**src/rtl/fpu_op_sequencer.sv**
```systemverilog
// Valid/ready wrapper around the multi-cycle FPU adder: holds operands stable for a
// fixed settle window, captures data/status into a one-deep result buffer with backpressure.
`timescale 1ns/1ps
module fpu_op_sequencer #(
  parameter int SETTLE_CYCLES = 80,
  parameter int CNT_W         = 8,
  parameter int OPCNT_W       = 16
) (
  input  logic               clock100KHz,
  input  logic               reset,
  input  logic               in_valid,
  output logic               in_ready,
  input  logic [31:0]        in_a,
  input  logic [31:0]        in_b,
  output logic [31:0]        op_a_out,
  output logic [31:0]        op_b_out,
  input  logic [31:0]        fpu_data_in,
  input  logic [3:0]         fpu_status_in,
  output logic               res_valid,
  input  logic               res_ready,
  output logic [31:0]        res_data,
  output logic [3:0]         res_status,
  output logic [3:0]         sticky_status,
  input  logic               clr_sticky,
  output logic               proto_err,
  output logic               busy,
  output logic [OPCNT_W-1:0] op_count
);

  localparam logic [1:0] ST_IDLE    = 2'd0;
  localparam logic [1:0] ST_SETTLE  = 2'd1;
  localparam logic [1:0] ST_CAPTURE = 2'd2;
  localparam logic [1:0] ST_RESULT  = 2'd3;

  logic [1:0]         state_q, state_d;
  logic [CNT_W-1:0]   cnt_q, cnt_d;
  logic [31:0]        op_a_q, op_a_d;
  logic [31:0]        op_b_q, op_b_d;
  logic               res_valid_q, res_valid_d;
  logic [31:0]        res_data_q, res_data_d;
  logic [3:0]         res_status_q, res_status_d;
  logic [3:0]         sticky_q, sticky_d;
  logic               perr_q, perr_d;
  logic [OPCNT_W-1:0] opcnt_q, opcnt_d;
  logic [3:0]         cap_status;
  logic               cap_err;

  function automatic logic is_onehot(input logic [3:0] s);
    return (s != 4'd0) && ((s & (s - 4'd1)) == 4'd0);
  endfunction

  always_comb begin
    state_d      = state_q;
    cnt_d        = cnt_q;
    op_a_d       = op_a_q;
    op_b_d       = op_b_q;
    res_valid_d  = res_valid_q;
    res_data_d   = res_data_q;
    res_status_d = res_status_q;
    opcnt_d      = opcnt_q;
    cap_status   = 4'd0;
    cap_err      = 1'b0;
    case (state_q)
      ST_IDLE: begin
        if (in_valid) begin
          op_a_d  = in_a;
          op_b_d  = in_b;
          cnt_d   = CNT_W'(SETTLE_CYCLES - 1);
          state_d = ST_SETTLE;
        end
      end
      ST_SETTLE: begin
        if (cnt_q == '0) state_d = ST_CAPTURE;
        else             cnt_d   = cnt_q - CNT_W'(1);
      end
      ST_CAPTURE: begin
        // A malformed status is recorded as 0000 and flagged rather than passed on.
        if (is_onehot(fpu_status_in)) cap_status = fpu_status_in;
        else                          cap_err    = 1'b1;
        res_data_d   = fpu_data_in;
        res_status_d = cap_status;
        res_valid_d  = 1'b1;
        state_d      = ST_RESULT;
      end
      ST_RESULT: begin
        if (res_ready) begin
          res_valid_d = 1'b0;
          opcnt_d     = opcnt_q + OPCNT_W'(1);
          state_d     = ST_IDLE;
        end
      end
      default: state_d = ST_IDLE;
    endcase
    // Clear first, then merge: a capture coinciding with the clear is kept.
    sticky_d = (clr_sticky ? 4'd0 : sticky_q) | cap_status;
    perr_d   = (clr_sticky ? 1'b0 : perr_q) | cap_err;
  end

  always_ff @(posedge clock100KHz or negedge reset) begin
    if (!reset) begin
      state_q      <= ST_IDLE;
      cnt_q        <= '0;
      op_a_q       <= '0;
      op_b_q       <= '0;
      res_valid_q  <= 1'b0;
      res_data_q   <= '0;
      res_status_q <= '0;
      sticky_q     <= '0;
      perr_q       <= 1'b0;
      opcnt_q      <= '0;
    end else begin
      state_q      <= state_d;
      cnt_q        <= cnt_d;
      op_a_q       <= op_a_d;
      op_b_q       <= op_b_d;
      res_valid_q  <= res_valid_d;
      res_data_q   <= res_data_d;
      res_status_q <= res_status_d;
      sticky_q     <= sticky_d;
      perr_q       <= perr_d;
      opcnt_q      <= opcnt_d;
    end
  end

  assign in_ready      = (state_q == ST_IDLE);
  assign busy          = (state_q == ST_SETTLE) || (state_q == ST_CAPTURE);
  assign op_a_out      = op_a_q;
  assign op_b_out      = op_b_q;
  assign res_valid     = res_valid_q;
  assign res_data      = res_data_q;
  assign res_status    = res_status_q;
  assign sticky_status = sticky_q;
  assign proto_err     = perr_q;
  assign op_count      = opcnt_q;

endmodule

```
**config.mk**
```make
export PLATFORM = sky130hd
export DESIGN_NAME = fpu_op_sequencer
export DESIGN_NICKNAME = d
export VERILOG_FILES = /design/src/rtl/fpu_op_sequencer.sv
export SDC_FILE = /design/constraint.sdc
export NUM_CORES = 1
export LEC_CHECK = 0
export CAP_MARGIN = 20
export CORE_MARGIN = 4
export CORE_UTILIZATION = 30
export CTS_CLUSTER_SIZE = 10
export DETAILED_ROUTE_END_ITERATION = 8
export PLACE_DENSITY_LB_ADDON = 0.15
export RECOVER_POWER = 25
export SYNTH_ARGS = -nofsm -noshare
export SYNTH_HDL_FRONTEND = slang
export SYNTH_SLANG_ARGS = --single-unit
```
**constraint.sdc**
```tcl
create_clock -name clock100KHz -period 1.6 [get_ports clock100KHz]
set_input_delay 0.16 -clock clock100KHz [delete_from_list [all_inputs] [get_ports clock100KHz]]
set_output_delay 0.16 -clock clock100KHz [all_outputs]
set_load 0.03 [all_outputs]
```
# Word level (Yosys, flattened, before mapping)
# Index checks and enable logic that the tools add are counted.
# op_classes
n_addsub,3
n_mul,0
div_mod_pow,0
order_cmp,0
n_eq_ne,7
shift,0
muxes,15
bitwise_logic,3
reduce_logical,13
# ops
op,count
"adder 16 x 1 -> 16 bit, second input constant",1
two-way mux 8 bit,2
one-hot mux 8 bit (2 select lines),1
two-way mux 4 bit,3
logical NOT 8 bit,1
"inequality test 2 bit, second input constant",4
one-hot mux 2 bit (4 select lines),1
"subtractor 8 x 1 -> 8 bit, second input constant",1
two-way mux 2 bit,3
AND reduction 2 bit,3
AND reduction 3 bit,2
bitwise AND 4 bit,1
"equality test 2 bit, second input constant",2
logical NOT 4 bit,1
two-way mux 1 bit,4
bitwise OR 4 bit,1
nonzero test 2 bit,2
nonzero test 4 bit,1
"subtractor 4 x 1 -> 4 bit, second input constant",1
"equality test 2 x 1 -> 1 bit, second input constant",1
logical NOT 2 bit,1
one-hot mux 1 bit (2 select lines),1
logical AND 1 bit,1
logical OR 1 bit,1
bitwise OR 1 bit,1
# totals
ff_bits,132
latchBits,0
ramBits,0
rom_bits,0
inputBits,105
output_inout_bits,124
elab_cells,51
memories,0

# Depth between registers and ports, before layout
# Gate-level depths: netlist of the first run.
# depth
ltp_word,7
depth_mapped,7

# Worst setup path after synthesis of the first run
# OpenSTA, ideal clock, no wires.
# synth_timing
path_kind,register -> register
startpoint,register state_q[0]
endpoint,register op_a_q[15] (netlist: op_a_out[15])
setup_ns,0.125
arrival_time_ns,1.796
required_ns,1.475
slack_ns,-0.321
stages_incl_launch_ff,7
n_path_buf,2
synth_period_minus_slack_ns,1.921
cell_sequence,dfrtp_1 -> inv_1 -> ha_1 -> nand2_1 -> clkbuf_1 -> buf_2 -> mux2_2
# synth_via
elab_chain_len,2
# synth_lines
item,line,text
start: declaration,35,"logic [1:0] state_q, state_d;"
start signal: assignment,112,state_q <= state_d;
logical NOT 2 bit,n/a,
net in_ready,12,"output logic in_ready,"
AND reduction 2 bit (no line),n/a,
end signal: assignment,114,op_a_q <= op_a_d;
end: declaration,37,"logic [31:0] op_a_q, op_a_d;"
# The timed path passes the listed nets, and every way through them passes these cells.
# A chain may end at the register's enable or synchronous reset.

# Final worst setup path of the first run
# layout_timing
startpoint,register state_q[1]
endpoint,register cnt_q[7]
# layout_via
elab_chain_len,3
# layout_lines
item,line,text
equality test 2 x 1 -> 1 bit or logical NOT 2 bit (tied branches),63,case (state_q)
inequality test 2 bit (no line) or nonzero test 2 bit (tied branches),n/a,
AND reduction 3 bit (no line),n/a,
end signal: assignment,113,cnt_q <= cnt_d;
end: declaration,36,"logic [CNT_W-1:0] cnt_q, cnt_d;"
# Parallel ways exist; a longest one is shown, timed or not.

==> metrics, run 1 <==
status complete, but fails checks; Relative slew margins 0.446; Min Clock Period, post-route 1690 ps; Worst Setup Slack, final -89.1 ps; Std-Cell Rows 48; transition time at the pin with the least slew margin 832 ps; data arrival time of the critical path 2020 ps; clock latency of the later-clocked register in the worst-skew pair 410 ps; I/O pins 229; cell area after synthesis 0.00529 mm2; ANT nets after route 0; share of layout cells above drive strength 1 0.280; unrepaired setup endpoints after global routing yes; critical path start-end classification reg -> reg; Core Area 0.0173 mm2; number of cells on the worst reg-to-reg path 6; via count of the first global-routing pass 4,335; number of warnings reported in the yosys synthesis log 0; CTS buffer count 17; power density of the placed cells 2110 mW/mm2; destination of the worst register-to-register timing path cnt_q[7]; IO buf count 228; hold depth 2; startpoint of the most critical hold path in_a[7]; most used standard cells in the synthesized netlist sky130_fd_sc_hd__dfrtp_1 (132), sky130_fd_sc_hd__mux2_2 (99), sky130_fd_sc_hd__inv_1 (17), sky130_fd_sc_hd__nor2_1 (14), sky130_fd_sc_hd__o21ai_0 (14); Post-Syn Instances 374; clock-pin slew on the worst setup and hold paths 60 ps; post-detailed-route via-to-cell ratio 4.49; start of the worst register-to-register path state_q[1]; total setup violations reported at the end of the flow 5; count of distinct cell types in the synthesized netlist 36; Wirelength per Cell 16.4 um; critical-path maximum fanout 5; non-filler instance count after layout 885; endpoint required time on the critical path 1930 ps; Die Span X 141 um; area share of the largest cell type after synthesis 0.625; flop-to-flop setup slack -90 ps; post-synthesis net count 486; top flip-flop cell by instance count after synthesis sky130_fd_sc_hd__dfrtp_1; sum of net half-perimeters after detailed placement 10.8 mm; cell type with the largest total area after synthesis sky130_fd_sc_hd__dfrtp_1; Final Hold Fails 0; overflow left after global routing 0; wire length the detailed router placed on met1 5.29 mm; number of optimization iterations in the first detailed-route pass 4; antenna violations before repair 0; Syn Area/Cell 14.1 um2; Setup crit start kind flip-flop; Die Footprint 0.0198 mm2; area growth from synthesis to layout 64.0%; Worst Clk Skew 8.04 ps; Hold Crit Endpoint op_a_out[7]; buffer levels on the longest clock path 2; violated checks setup timing; Total Power 18.3 mW; number of vias in the routed layout 3,972; number of pins with negative max-slew slack in the final report 0; FF+latch count, synth 132; final net count 759; maximum VDD drop 0.984 mV; initial cell density of the core 0.306; Clock Root Buffer sky130_fd_sc_hd__clkbuf_16; Routability Congestion 0.771; DR iter-0 viols 85; proportion of synthesized flip-flops having asynchronous set or reset 1.00; number of synthesized flops with an enable pin 0; part of the Yosys area used for sequential elements 0.625; total routing resource utilization after global routing 0.148; overall die height 141 um; CTS sink cnt 132; biggest area contributors in the synthesized netlist sky130_fd_sc_hd__dfrtp_1 (62%), sky130_fd_sc_hd__mux2_2 (21%), sky130_fd_sc_hd__xnor2_1 (2.2%); most instantiated library cell after synthesis sky130_fd_sc_hd__dfrtp_1; TritonCTS clock tree yes; maximum number of pins on one net before global-route repair 61; count of unresolved DRC violations after routing 0; Placed Instances 845; Max Clk Rate 592 MHz; wire length of the first global-routing pass 23.0 mm; met3 wirelength from detailed routing 1.06 mm; Diodes inserted 0; path class of the lowest-slack min-delay path in -> reg; routed length on met2 7.82 mm; final wirelength 14.5 mm; static leakage 3.99 nW; period utilisation layout 1.06; reported max-cap violation count 0; Highest Signal Layer met4; kind of capture point of the worst setup path flip-flop; number of H-tree levels 4
-- layout make-up --
| cell class | instances | area [um2] |
|---|---|---|
| Clock buffer | 18 | 429 |
| Fill cell | 1558 | 8620 |
| Clock inverter | 14 | 175 |
| Multi-Input combinational cell | 212 | 1940 |
| Timing Repair Buffer | 267 | 2480 |
| Tap cell | 225 | 282 |
| Inverter | 17 | 63.8 |
| Sequential cell | 132 | 3300 |
-- report_power, final --
group          internal (mW)  switching (mW)
Clock                   2.47            1.53
Combinational           3.77            5.05
Sequential              4.80           0.718
Total                   11.0            7.30
-- layout by cell type (no fill, tap or decap), drive strengths merged, types with 2 or more instances in the layout --
master,netlist,routed
mux2i,3,3
ha,7,7
nand2,10,10
clkdlybuf4s50,0,103
xor2,3,3
mux2,99,99
clkinv,0,7
clkbuf,5,22
or4,2,2
o31ai,2,2
nor2,14,14
nand4,4,4
dlygate4sd2,0,119
xnor2,13,13
nand4b,3,3
bufinv,0,3
o211ai,2,2
a21oi,7,7
nand3b,5,5
dfrtp,132,132
nand3,6,6
buf,8,37
or3,3,3
o21ai,14,14
dlymetal6s2s,0,3
inv,17,21
and3,3,3
and4,2,2
-- sequential cells by signal (all words and copies together), names as in the netlist, 2 cells and up --
signal	flops
op_count	16
sticky_status	4
op_a_out	32
res_data	32
op_b_out	32
cnt_q	8
res_status	4
state_q	2
-- what timing repair did --
| item | CTS | global route |
|---|---|---|
| setup buffers | 3 | 5 |
| endpoints found under the setup margin | 126 | 51 |
| endpoints found under the hold margin | 132 | 0 |
| gates resized for setup | 128 | 16 |
| pin swaps | 4 | 8 |
| gates cloned | 0 | 0 |
| hold buffers | 1 | 0 |
-- cell families (layout without fill, tap and decap cells) --
group	count (synthesis)	after routing	share of synthesized area
xor+xnor	16	16	0.0265
mux	102	102	0.216
simple gates	56	56	0.0589
flops	132	132	0.625
fa+ha+maj	7	7	0.0166
buf+inv	30	316	0.0225
compound gates	31	31	0.0345
-- worst max-delay path by stage --
stage | start | end | slack [ps] | cells after the start
2_1_floorplan | state_q[1] | cnt_q[4] | -80 | 7
3_3_place_gp | in_valid | cnt_q[4] | -40 | 5
3_5_place_dp | state_q[1] | cnt_q[5] | -120 | 6
4_1_cts | state_q[1] | cnt_q[5] | -140 | 6
5_1_grt | state_q[1] | cnt_q[7] | -160 | 6
6_report | state_q[1] | cnt_q[7] | -90 | 6
-- per-stage QoR --
| stage | hold WS, ps | instance area [um2] | setup slack, ps | TNS, ps | utilization |
|---|---|---|---|---|---|
| finish | 353 | 8670 | -89.1 | -313 | 0.501 |
| global route | 331 | 8670 | -157 | -1180 | 0.501 |
| CTS | 280 | 8630 | -137 | -265 | 0.499 |
| detailed placement | 177 | 8130 | -118 | -352 | 0.470 |
| global placement | 187 | 8130 | -43.5 | -93.1 | 0.470 |
| floorplan | -136 | 5330 | -83.0 | -243 | - |
-- layer usage --
metal  GRT usage  up-vias
li1            -     1869
met5           0        -
met3      0.0604       19
met4      0.0602        0
met2       0.264      113
met1       0.154     1971
-- critical path: stages, from the launching register on --
cell	delay, ps
sky130_fd_sc_hd__dfrtp_1	390
sky130_fd_sc_hd__inv_2	110
sky130_fd_sc_hd__ha_4	160
sky130_fd_sc_hd__mux2_4	160
sky130_fd_sc_hd__o211ai_1	180
sky130_fd_sc_hd__or4_1	460
sky130_fd_sc_hd__a21oi_1	150
Power figures use the tool's default switching activity.
==> run 2, diff against run 1 <==
Settings changed: PLACE_DENSITY_LB_ADDON 0.15 to not set.
==> run 2 against run 1 <==
First-iteration DRC count up 7.1%. Cell area up 1.6%. Largest power group unchanged. Critical endpoint unchanged. Die area unchanged. Global-route usage down 0.083 points. The flow still finishes with violations (setup timing). Routed wire length up 5.0%.
==> metrics, run 2 (synthesized netlist as in run 1, its figures left out) <==
status complete, but fails checks; violated checks setup timing; flop-to-flop setup slack -100 ps (about the same); number of cells on the worst reg-to-reg path 6 (unchanged); overall die height 141 um (unchanged); Worst Clk Skew 4.10 ps (-3.94 ps); Total Power 18.5 mW (+0.95%); final net count 759 (unchanged); initial cell density of the core 0.306 (unchanged); overflow left after global routing 0 (unchanged); internal power component 11.2 mW (+1.1%); static leakage 4.11 nW (+3.0%); number of optimization iterations in the first detailed-route pass 4 (unchanged); number of fill cells in the layout 1,524 (-2.2%); most frequent standard cell in the layout excluding fill and tap cells sky130_fd_sc_hd__dfrtp_1; kind of capture point of the worst setup path flip-flop; reported max-cap violation count 0 (unchanged); Clock Root Buffer sky130_fd_sc_hd__clkbuf_16; period utilisation layout 1.06 (+0.00739); number of pins with negative max-slew slack in the final report 0 (unchanged); Die Span X 141 um (unchanged); clock latency of the later-clocked register in the worst-skew pair 400 ps (about the same); number of H-tree levels 4 (unchanged); non-filler instance count after layout 883 (-0.23%); power density of the placed cells 2100 mW/mm2 (-0.64%); hold depth 2 (unchanged); CTS sink cnt 132 (unchanged); transition time at the pin with the least slew margin 917 ps (+85.2 ps); maximum number of pins on one net before global-route repair 41 (-33%); unrepaired setup endpoints after global routing yes; total setup violations reported at the end of the flow 5 (unchanged); start of the worst register-to-register path state_q[1]; destination of the worst register-to-register timing path cnt_q[7]; Setup crit start kind flip-flop; clock-pin slew on the worst setup and hold paths 60 ps (about the same); critical path start-end classification reg -> reg; path class of the lowest-slack min-delay path in -> reg; Max Clk Rate 588 MHz (-0.70%); via count of the first global-routing pass 4,420 (+2.0%); Routability Congestion 0.790 (+2.6%); Final Hold Fails 0 (unchanged); list of cells traversed by the critical path inv_2 > ha_4 > mux2_4 > o211ai_1 > or4_1 > a21oi_1; final wirelength 15.2 mm (+5.0%); Worst Setup Slack, final -101 ps (-11.8 ps); Std-Cell Rows 48 (unchanged); placed inst area 0.00811 mm2 (-0.35%); combinational power share 0.501 (+0.020); met1 routing resource usage after global routing 0.162 (+0.00798); antenna violations before repair 0 (unchanged); buffer levels on the longest clock path 2 (unchanged); I/O pins 229 (unchanged); IO buf count 228 (unchanged); grt met3 use 0.0594 (-0.00102); critical-path maximum fanout 6 (+1); minimum hold slack 365 ps (+12.0 ps); number of vias in the routed layout 4,004 (+0.81%); Hold Crit Endpoint op_a_out[19]; gr busiest metal met2; share of layout cells above drive strength 1 0.281 (+0.000852); Diodes inserted 0 (unchanged); sequential group share of total power 0.299 (-0.002); endpoint required time on the critical path 1930 ps (about the same); commonest non-fill, non-tap cells in the layout sky130_fd_sc_hd__dfrtp_1 (131), sky130_fd_sc_hd__dlygate4sd2_1 (109), sky130_fd_sc_hd__clkdlybuf4s50_1 (103), sky130_fd_sc_hd__mux2_2 (94), sky130_fd_sc_hd__buf_4 (25); sum of net half-perimeters after detailed placement 10.7 mm (-1.2%); data arrival time of the critical path 2030 ps (about the same); slowest cell on the critical path sky130_fd_sc_hd__or4_1; Placed Instances 842 (-0.36%); post-detailed-route via-to-cell ratio 4.53 (+1.0%); area used by multi-input combinational logic 0.00200 mm2 (+3.2%); Wirelength per Cell 17.2 um (+5.2%); ANT nets after route 0 (unchanged); count of unresolved DRC violations after routing 0 (unchanged); CTS buffer count 17 (unchanged); Reg area 0.00330 mm2 (about the same); sw power 7.35 mW (+0.67%); wire length of the first global-routing pass 23.3 mm (+1.3%); startpoint of the most critical hold path in_a[19]; Die Footprint 0.0198 mm2 (unchanged); met2 GRT Util 0.255 (-0.00907); Relative slew margins 0.389 (-0.0568); total routing resource utilization after global routing 0.147 (-0.000828); Finished Cell Area 0.00881 mm2 (+1.6%); Min Clock Period, post-route 1700 ps (+11.8 ps); Core Area 0.0173 mm2 (unchanged); area growth from synthesis to layout 66.6%; share of total power consumed by net switching 0.397 (-0.00108); TritonCTS clock tree yes; total negative setup slack -341 ps (-28.2 ps); DR iter-0 viols 91 (+7.1%); proportion of power drawn by the clock network 0.200 (-0.018); CP max stage delay 470 ps (about the same); maximum VDD drop 0.962 mV (-2.3%)
==> run 2: metrics by stage <==
step	utilization	worst slack, ps
global placement	0.469	-34.9
detailed placement	0.469	-94.4
floorplan	-	-83.0
finish	0.509	-101
CTS	0.496	-98.1
global route	0.509	-176
==> run 2: critical path, delay by kind of cell, from the launching register on <==
kind	cells	cell delay, ps
and+or+nand+nor	1	470
DFF	1	390
AOI/OAI and AO/OA	2	340
adders and majority gates	1	160
muxes	1	160
buffers and inverters	1	110
==> run 2: what timing repair did <==
item / 4_1_cts / 5_1_grt
endpoints found under the hold margin: 34 / 0
gates resized for setup: 125 / 38
endpoints found under the setup margin: 156 / 101
setup buffers: 2 / 4
pin swaps: 0 / 9
hold buffers: 1 / 0
cloned: 0 / 6
==> run 2: final cells by class <==
type                    count  share of cell area
flip-flops and latches    132               0.375
multi-input cells         212               0.227
clock inverters            10              0.0125
repair buffers            267               0.295
well taps                 225              0.0319
clock buffers              20              0.0507
inverters                  17             0.00724
==> run 2: how the worst max path moves through the flow <==
stage	slack (ps)	start	depth (start not counted)	endpoint
floorplan	-80	state_q[1]	7	cnt_q[4]
global placement	-30	in_valid	5	op_b_out[21]
detailed placement	-90	state_q[1]	6	cnt_q[5]
CTS	-100	state_q[1]	6	cnt_q[7]
global route	-180	state_q[1]	6	cnt_q[7]
finish	-100	state_q[1]	6	cnt_q[7]
==> run 2: power by group through the flow <==
stage	sequential (mW)	combinational, mW	clock (mW)
after floorplan	8.32	2.66	0
after CTS	5.57	8.84	3.83
final	5.54	9.27	3.70
after global placement	5.57	9.48	0
after detailed placement	5.64	9.59	0
after global routing	5.73	9.81	3.97
==> run 2: per-layer routing <==
| layer | wire length [um] | share of wire |
|---|---|---|
| met1 | 5970 | 0.39 |
| met2 | 7820 | 0.51 |
| met3 | 1130 | 0.074 |
| met4 | 291 | 0.019 |
| met5 | 0 | 0 |
